--- src/rtl/gpu_pkg.sv ---
// Shared GPU definitions: VRAM address width, region map and the fill-engine state encoding.
`ifndef VRAM_ADDR_WIDTH
`define VRAM_ADDR_WIDTH 12
`endif

package gpu_pkg;

    typedef enum logic [1:0] {
        IDLE = 2'd0,
        RUN  = 2'd1,
        DONE = 2'd2
    } fill_state_t;

    localparam logic [11:0] PMB_BASE         = 12'h200;
    localparam logic [11:0] NTBL_BASE        = 12'h400;
    localparam logic [11:0] NTBL_COLORS_ADDR = 12'h7C0;

endpackage

--- src/rtl/vram_port_mux.sv ---
// Shares the background VRAM write port: the CPU always wins, the fill engine
// only gets cycles the CPU leaves idle (optionally only during vblank).
module vram_port_mux
    import gpu_pkg::*;
#(
    parameter int ADDR_W = `VRAM_ADDR_WIDTH
) (
    input  fill_state_t       state,
    input  logic              vbo_q,
    input  logic              vblank,
    input  logic              cpu_write_enable,
    input  logic [7:0]        cpu_data,
    input  logic [ADDR_W-1:0] cpu_address,
    input  logic [ADDR_W-1:0] addr_q,
    input  logic [7:0]        data_q,
    output logic              eng_grant,
    output logic [7:0]        vram_data,
    output logic [ADDR_W-1:0] vram_address,
    output logic              vram_write_enable
);

    // Address and data default to the CPU values even when nobody writes.
    always_comb begin
        eng_grant         = (state == RUN) & ~cpu_write_enable & (~vbo_q | vblank);
        vram_address      = cpu_address;
        vram_data         = cpu_data;
        vram_write_enable = cpu_write_enable;
        if (!cpu_write_enable && eng_grant) begin
            vram_address      = addr_q;
            vram_data         = data_q;
            vram_write_enable = 1'b1;
        end
    end

endmodule

--- src/rtl/vram_fill_engine.sv ---
// Hardware bulk-fill controller for background VRAM: FSM and address/data/length
// counters, with the port arbitration delegated to vram_port_mux.
module vram_fill_engine
    import gpu_pkg::*;
#(
    parameter int ADDR_W = `VRAM_ADDR_WIDTH,
    parameter int LEN_W  = 11
) (
    input  logic              cpu_clk,
    input  logic              rst,
    input  logic              cpu_clk_enable,
    input  logic [7:0]        cpu_data,
    input  logic [ADDR_W-1:0] cpu_address,
    input  logic              cpu_write_enable,
    input  logic              fill_start,
    input  logic [ADDR_W-1:0] fill_base,
    input  logic [LEN_W-1:0]  fill_len,
    input  logic [7:0]        fill_value,
    input  logic              fill_incr,
    input  logic              fill_vblank_only,
    input  logic              fill_abort,
    input  logic              vblank,
    output logic              busy,
    output logic              done,
    output logic              aborted,
    output logic [7:0]        vram_data,
    output logic [ADDR_W-1:0] vram_address,
    output logic              vram_write_enable
);

    fill_state_t       state_q, state_d;
    logic [ADDR_W-1:0] addr_q, addr_d;
    logic [LEN_W-1:0]  rem_q, rem_d;
    logic [7:0]        data_q, data_d;
    logic              incr_q, incr_d;
    logic              vbo_q, vbo_d;
    logic              abort_q, abort_d;
    logic              eng_grant;

    vram_port_mux #(.ADDR_W(ADDR_W)) u_port_mux (
        .state             (state_q),
        .vbo_q             (vbo_q),
        .vblank            (vblank),
        .cpu_write_enable  (cpu_write_enable),
        .cpu_data          (cpu_data),
        .cpu_address       (cpu_address),
        .addr_q            (addr_q),
        .data_q            (data_q),
        .eng_grant         (eng_grant),
        .vram_data         (vram_data),
        .vram_address      (vram_address),
        .vram_write_enable (vram_write_enable)
    );

    always_ff @(posedge cpu_clk or negedge rst) begin
        if (!rst) begin
            state_q <= IDLE;
            addr_q  <= '0;
            rem_q   <= '0;
            data_q  <= '0;
            incr_q  <= 1'b0;
            vbo_q   <= 1'b0;
            abort_q <= 1'b0;
        end else if (cpu_clk_enable) begin
            state_q <= state_d;
            addr_q  <= addr_d;
            rem_q   <= rem_d;
            data_q  <= data_d;
            incr_q  <= incr_d;
            vbo_q   <= vbo_d;
            abort_q <= abort_d;
        end
    end

    // Abort wins over a same-edge advance; the granted write is still on the port that cycle.
    always_comb begin
        state_d = state_q;
        addr_d  = addr_q;
        rem_d   = rem_q;
        data_d  = data_q;
        incr_d  = incr_q;
        vbo_d   = vbo_q;
        abort_d = abort_q;
        case (state_q)
            IDLE: begin
                if (fill_start) begin
                    addr_d  = fill_base;
                    rem_d   = fill_len;
                    data_d  = fill_value;
                    incr_d  = fill_incr;
                    vbo_d   = fill_vblank_only;
                    abort_d = 1'b0;
                    state_d = (fill_len == '0) ? DONE : RUN;
                end
            end
            RUN: begin
                if (fill_abort) begin
                    abort_d = 1'b1;
                    state_d = DONE;
                end else if (eng_grant) begin
                    addr_d = addr_q + ADDR_W'(1);
                    rem_d  = rem_q - LEN_W'(1);
                    if (incr_q) begin
                        data_d = data_q + 8'd1;
                    end
                    if (rem_q == LEN_W'(1)) begin
                        abort_d = 1'b0;
                        state_d = DONE;
                    end
                end
            end
            DONE:    state_d = IDLE;
            default: state_d = IDLE;
        endcase
    end

    assign busy    = (state_q != IDLE);
    assign done    = (state_q == DONE);
    assign aborted = (state_q == DONE) & abort_q;

endmodule

--- config.mk ---
export PLATFORM = sky130hd
export DESIGN_NAME = vram_fill_engine
export DESIGN_NICKNAME = d
export VERILOG_FILES = /design/src/rtl/gpu_pkg.sv /design/src/rtl/vram_port_mux.sv /design/src/rtl/vram_fill_engine.sv
export SDC_FILE = /design/constraint.sdc
export NUM_CORES = 1
export LEC_CHECK = 0
export ABC_AREA = 1
export CAP_MARGIN = 20
export CORE_ASPECT_RATIO = 0.9
export CORE_MARGIN = 3
export CORE_UTILIZATION = 45
export CTS_CLUSTER_SIZE = 14
export DETAILED_ROUTE_END_ITERATION = 8
export GPL_ROUTABILITY_DRIVEN = 1
export GPL_TIMING_DRIVEN = 1
export PLACE_DENSITY = 0.77
export SLEW_MARGIN = 10
export SYNTH_ARGS = -nofsm -noshare
export SYNTH_HDL_FRONTEND = slang
export SYNTH_SLANG_ARGS = --single-unit
export TNS_END_PERCENT = 30
--- constraint.sdc ---
create_clock -name cpu_clk -period 3.85 [get_ports cpu_clk]
set_input_delay 0.77 -clock cpu_clk [delete_from_list [all_inputs] [get_ports cpu_clk]]
set_output_delay 0.77 -clock cpu_clk [all_outputs]
set_load 0.03 [all_outputs]
==> results.yml, run 1 <==
pwr:
  leakage_nw: 1.81
  sequentialPowerShare: 0.296
  pwr-share-clk: 0.116
  irDropWorstVdd_mv: 0.443
  cell_internal_pwr_mw: 1.24
  switching_share: 0.500
  combPwrFrac: 0.588
  p_switching_mw: 1.24
  p_total_mw: 2.48
  power_density_mw_per_mm2: 675
critical_path:
  start_kind: "input port"
  rr_worst_depth: 8
  worstSetupPathType: "in2out"
  required_ps: 3080
  crit_top_cell: "clkdlybuf4s50_1"
  arrival_ps: 2640
  crit_family: "buffers and inverters"
  cp-end-kind: "output port"
  crit_chain: "clkdlybuf4s50_1, inv_1, nand2_1, nand2_2, nor2_4, inv_2, buf_12, o21ai_0, clkdlybuf4s50_1"
  slowest_delay_ps: 690
  critPathMaxFanout: 38
  crit_slowest_cell: "clkdlybuf4s50_1"
  worst-path-stages: 9
  path_buf_inv: 5
logic_synthesis:
  synth.ff_latch_count: 36
  yosysSeqAreaShare: 0.328
  synthTopCellsByCount: "184 x nand2_1, 42 x nor2_1, 39 x nand3_1"
  ys_warn_count: 0
  syn_inst: 439
  synth_edf_count: 0
  synthArstFlopShare: 1.00
  synth_largest_area_cell: "dfrtp_1"
  ys.flop_type: "dfrtp_1"
  syn_area_mm2: 0.00274
  synthesis.nets: 503
  synth_area_leaders: "dfrtp_1 33%, nand2_1 25%, nand3_1 7.1%"
  yosysMostFrequentCell: "nand2_1"
  ys_types: 27
  syn_area_per_cell_um2: 6.25
  yosys.area.top_type_share: 0.328
cts:
  cts_resized: 0
  numCtsBuffers: 5
  cts_root_buffer: "clkbuf_8"
  path_clk_slew_ps: 80
  cts_setup_buffers: 0
  cts_tree: "done"
  clk-insertion-delay-late_ps: 290
  ctsHtreeMaxLevel: 2
  cts_buffer_depth: 2
  cts_sinks: 36
  cts_hold_buf: 0
timing:
  max_slew_margin: 0.431
  hold_viol_final: 0
  finalSetupTns_ps: 0
  skew_ps: 4.43
  worstMarginPinSlew_ps: 854
  setup_violations: 0
  period_share: 0.885
  rsz0062_at_grt: "no"
  fmax_ghz: 0.293
  postLayoutSetupSlackWorst_ps: 443
  period_needed_ps: 3410
  final_max_slew_viol_count: 0
route:
  totalWireLength_um: 7090
  firstDrtPassIters: 5
  ant_nets: 0
  drc: 0
  drt-initial-drc-count: 143
  via_per_inst: 4.85
  wire_per_inst_um: 12.1
  vias: 2852
worst_hold_path:
  hold_class: "reg2reg"
  holdPathStages: 2
status:
  status: "finished, final reports clean"
global_route:
  antenna_found_initial: 0
  gr-total-overflow: 0
  grt_use_total: 0.208
  grt_pass1_wl_um: 11700
  grt_pass1_vias: 2653
  grt_max_degree: 42
floorplan:
  initial_core_util: 0.474
  die_h_um: 80.1
  io_pins: 84
  dieArea_mm2: 0.00707
  rows: 26
  core_area_mm2: 0.00579
  die_w_um: 88.3
final_layout:
  nets: 581
  drive_gt1_frac: 0.0772
  diodes: 0
  fin_area_mm2: 0.00367
  fillers: 561
  final_util: 0.633
  area_growth_syn_to_layout_pct: 33.7
placed_design:
  dp_hpwl_um: 5250
  place_ws_ps: 438
  placed_cell_area_mm2: 0.00358
  routabilityCongestion: 0.837
  io_buffers: 83
job:
  cap_viol_max_count: 0
## per-layer routing
metal | wire, um | vias to the layer above | GRT usage
li1 | - | 1541 | -
met1 | 3350 | 1234 | 0.289
met2 | 3240 | 73 | 0.335
met3 | 441 | 4 | 0.0349
met4 | 53 | 0 | 0.0514
met5 | 0 | - | 0
## tightest hold or removal path, stage by stage, from the launching register on
cell     delay [ps]
dfrtp_1         350
nand2_1          60
nand2_1          50
## final timing paths
kind | from | slack, ps | to
setup / recovery | vblank | 440 | vram_address[10]
hold / removal | abort_q | 490 | abort_q
setup reg to reg | state_q[1] | 1570 | data_q[3]
hold reg to reg | abort_q | 490 | abort_q
max in group asynchronous | rst | 2730 | addr_q[5]
min in group asynchronous | rst | 590 | vbo_q
## registers in the layout, summed over array words and instances (netlist names)
name	cells
state_q	2
rem_q	11
data_q	8
vbo_q	1
addr_q	12
incr_q	1
abort_q	1
## area by class of cell
| cell class | instances | area (um^2) | area share |
|---|---|---|---|
| Multi-Input combinational cell | 346 | 1580 | 0.430 |
| Sequential cell | 36 | 901 | 0.246 |
| Timing Repair Buffer | 86 | 853 | 0.233 |
| Inverter | 42 | 159 | 0.0433 |
| Clock buffer | 8 | 90.1 | 0.0246 |
| Tap cell | 70 | 87.6 | 0.0239 |
## cells in the final DEF (no fill, tap or decap), types with 2 or more instances in the layout
master | Yosys | routed
o211ai_1 | 3 | 3
nor3_1 | 4 | 4
o21ai_0 | 32 | 32
clkbuf_8 | 0 | 6
ha_1 | 4 | 4
o21ai_2 | 11 | 11
nand2_2 | 3 | 3
o21ai_1 | 8 | 8
or2_2 | 3 | 3
inv_2 | 3 | 3
nor2_1 | 42 | 42
nand4_1 | 4 | 4
buf_4 | 2 | 5
dfrtp_1 | 36 | 36
nand2_1 | 184 | 184
nand3_1 | 39 | 39
clkbuf_1 | 3 | 2
mux2_2 | 2 | 2
inv_1 | 38 | 38
nor2_4 | 2 | 2
clkdlybuf4s50_1 | 0 | 79
## kinds of logic after synthesis
family,count (synthesis),share of synthesized area
AOI/OAI and AO/OA,55,0.118
muxes,2,0.00821
and+or+nand+nor,285,0.430
adders and majority gates,4,0.0182
buffers and inverters,57,0.0971
DFF,36,0.328
## per-stage QoR
step | std cells | hold slack, ps
floorplan | 439 | 434
global placement | 580 | 453
detailed placement | 580 | 468
CTS | 588 | 488
global route | 588 | 527
finish | 588 | 485
## power groups by stage
| stage | clock network, mW | logic [mW] | registers (mW) |
|---|---|---|---|
| 4_1_cts | 0.298 | 1.46 | 0.731 |
| 3_3_place_gp | 0 | 1.43 | 0.729 |
| 6_report | 0.288 | 1.46 | 0.734 |
| 2_1_floorplan | 0 | 1.11 | 0.693 |
| 3_5_place_dp | 0 | 1.46 | 0.736 |
| 5_1_grt | 0.314 | 1.67 | 0.763 |
No activity file was read; power rests on OpenSTA's default activity.
==> inputs of run 2 (changes only) <==
--- a/config.mk
+++ b/config.mk
@@ -7,14 +7,16 @@
 export LEC_CHECK = 0
 export ABC_AREA = 1
 export CAP_MARGIN = 20
+export CELL_PAD_IN_SITES_DETAIL_PLACEMENT = 0
+export CELL_PAD_IN_SITES_GLOBAL_PLACEMENT = 1
 export CORE_ASPECT_RATIO = 0.9
 export CORE_MARGIN = 3
-export CORE_UTILIZATION = 45
+export CORE_UTILIZATION = 35
 export CTS_CLUSTER_SIZE = 14
 export DETAILED_ROUTE_END_ITERATION = 8
 export GPL_ROUTABILITY_DRIVEN = 1
 export GPL_TIMING_DRIVEN = 1
-export PLACE_DENSITY = 0.77
+export PLACE_DENSITY_LB_ADDON = 0.1
 export SLEW_MARGIN = 10
 export SYNTH_ARGS = -nofsm -noshare
 export SYNTH_HDL_FRONTEND = slang
==> run 2 against run 1 <==
  * Critical path depth down 1
  * Maximum frequency down 0.37%
  * Highest routed layer unchanged
  * Critical endpoint is now vram_address[5]
  * Core utilization is 14 points lower
  * Clock-buffer cell count down 2
  * Power decreased by 1.3%
  * Critical path type unchanged
  * Die area grew 26%
==> results.yml, run 2 (synthesis gave the netlist of run 1 again) <==
final_layout:
  layout_common_cells: "184 x nand2_1, 67 x clkdlybuf4s50_1, 42 x nor2_1"
  area_growth_syn_to_layout_pct: 32.7
  drive_gt1_frac: 0.101
  nets: 581
  fillers: 787
  reg.largest.list: "addr_q (12), rem_q (11), data_q (8)"
  largest_reg_flops: 12
  diodes: 0
  layout_commonest_cell: "nand2_1"
  largest-register: "addr_q"
  instances_no_fill: 610
cts:
  cts_resized: 0
  cts_buffer_depth: 2
  ctsHtreeMaxLevel: 2
  cts_tree: "done"
  cts_root_buffer: "clkbuf_8"
  cts_hold_buf: 0
  cts_sinks: 36
  clk-insertion-delay-late_ps: 290
  cts_setup_buffers: 0
  path_clk_slew_ps: 70
  numCtsBuffers: 5
route:
  drc: 0
  wire_per_inst_um: 12.4
  firstDrtPassIters: 5
  vias: 2905
  via_per_inst: 4.76
  drt-initial-drc-count: 121
  totalWireLength_um: 7590
  ant_nets: 0
pwr:
  p_switching_mw: 1.25
  pwr-share-clk: 0.107
  sequentialPowerShare: 0.301
  leakage_nw: 1.81
  cell_internal_pwr_mw: 1.20
  power_density_mw_per_mm2: 672
  p_total_mw: 2.45
  irDropWorstVdd_mv: 0.378
  switching_share: 0.511
  combPwrFrac: 0.592
timing:
  period_needed_ps: 3420
  skew_ps: 6.58
  final_max_slew_viol_count: 0
  holdWs_ps: 470
  max_slew_margin: 0.415
  setup_violations: 0
  worstMarginPinSlew_ps: 878
  finalSetupTns_ps: 0
  rsz0062_at_grt: "no"
  fmax_ghz: 0.292
  hold_viol_final: 0
  period_share: 0.888
global_route:
  grt_pass1_wl_um: 12800
  gr-total-overflow: 0
  grtUsageMet1: 0.250
  grt_busiest_layer: "met2"
  use_met2: 0.272
  met3_usage: 0.0271
  antenna_found_initial: 0
  grt_pass1_vias: 2724
  grt_use_total: 0.174
  grt_max_degree: 42
critical_path:
  arrival_ps: 2650
  crit_top_cell: "clkdlybuf4s50_1"
  critPathMaxFanout: 25
  worstSetupPathType: "in2out"
  start_kind: "input port"
  worstSetupStartpoint: "vblank"
  crit_chain: "clkdlybuf4s50_1, inv_1, nand2_1, nand2_2, nor2_4, inv_2, o21ai_0, clkdlybuf4s50_1"
  cp-end-kind: "output port"
  r2r_slack_ps: 1540
  rr_startpoint: "state_q[1]"
  required_ps: 3080
  crit_slowest_cell: "clkdlybuf4s50_1"
  crit_family: "buffers and inverters"
  slowest_delay_ps: 690
  path_buf_inv: 4
floorplan:
  initial_core_util: 0.374
  rows: 29
  die_w_um: 99.3
  io_pins: 84
  dieArea_mm2: 0.00894
  core_area_mm2: 0.00733
  die_h_um: 90
worst_hold_path:
  hold_class: "reg2reg"
  min_from: "abort_q"
placed_design:
  routabilityCongestion: 0.812
  dp_hpwl_um: 5560
  io_buffers: 83
  dp.cells: 603
status:
  status: "finished, final reports clean"
job:
  cap_viol_max_count: 0
-- run 2: cell types whose count changed in the layout (fill, tap and decap cells not counted), sizes merged --
cell           change
buf               +12
clkbuf             -2
clkdlybuf4s50     -12
clkinv             +1
-- run 2: power by group through the flow --
| stage | Combinational, mW | Sequential, mW | Clock [mW] |
|---|---|---|---|
| after global routing | 1.66 | 0.766 | 0.290 |
| after global placement | 1.44 | 0.736 | 0 |
| after CTS | 1.47 | 0.735 | 0.274 |
| after detailed placement | 1.46 | 0.740 | 0 |
| final | 1.45 | 0.735 | 0.262 |
| after floorplan | 1.11 | 0.693 | 0 |
-- run 2: worst paths after layout --
path                       depth (start not counted)               to
max                                                8  vram_address[5]
min                                                2          abort_q
max reg2reg                                        8        data_q[1]
min reg2reg                                        2          abort_q
max in group asynchronous                          1        data_q[1]
min in group asynchronous                          1         rem_q[3]
-- run 2: layout make-up --
type                            instances  area (um^2)  share of cell area
Multi-Input combinational cell        346         1580               0.433
Timing Repair Buffer                   86          811               0.223
Clock buffer                            6         72.6              0.0199
Sequential cell                        36          901               0.247
Inverter                               42          159              0.0436
Clock inverter                          1         5.00             0.00137
Tap cell                               93          116              0.0320
-- run 2: per-stage QoR --
step	setup WS (ps)	utilization	instance area, um^2
2_1_floorplan	1160	-	2740
6_report	430	0.497	3640
3_3_place_gp	455	0.486	3560
3_5_place_dp	412	0.486	3560
4_1_cts	408	0.497	3640
5_1_grt	249	0.497	3640
-- run 2: metal layers --
| layer | up-vias | routed length (um) |
|---|---|---|
| met2 | 74 | 3390 |
| li1 | 1542 | - |
| met3 | 8 | 460 |
| met5 | - | 0 |
| met4 | 0 | 91 |
| met1 | 1281 | 3640 |
-- run 2: worst register-to-register path, stage by stage, from the launching register on --
cell and delay, ps:
dfrtp_1 410, inv_2 80, nand2_2 70, buf_4 310, a21oi_1 140, nand3b_2 570, nor2_2 480, nand2_1 90
nand2_1 100
==> inputs of run 3 (changes only) <==
--- a/config.mk
+++ b/config.mk
@@ -6,7 +6,6 @@
 export NUM_CORES = 1
 export LEC_CHECK = 0
 export ABC_AREA = 1
-export CAP_MARGIN = 20
 export CELL_PAD_IN_SITES_DETAIL_PLACEMENT = 0
 export CELL_PAD_IN_SITES_GLOBAL_PLACEMENT = 1
 export CORE_ASPECT_RATIO = 0.9
@@ -17,6 +16,7 @@
 export GPL_ROUTABILITY_DRIVEN = 1
 export GPL_TIMING_DRIVEN = 1
 export PLACE_DENSITY_LB_ADDON = 0.1
+export SKIP_CTS_REPAIR_TIMING = 1
 export SLEW_MARGIN = 10
 export SYNTH_ARGS = -nofsm -noshare
 export SYNTH_HDL_FRONTEND = slang
==> results of run 3 <==
The final DEF is identical to that of run 2; final timing and power are the same.
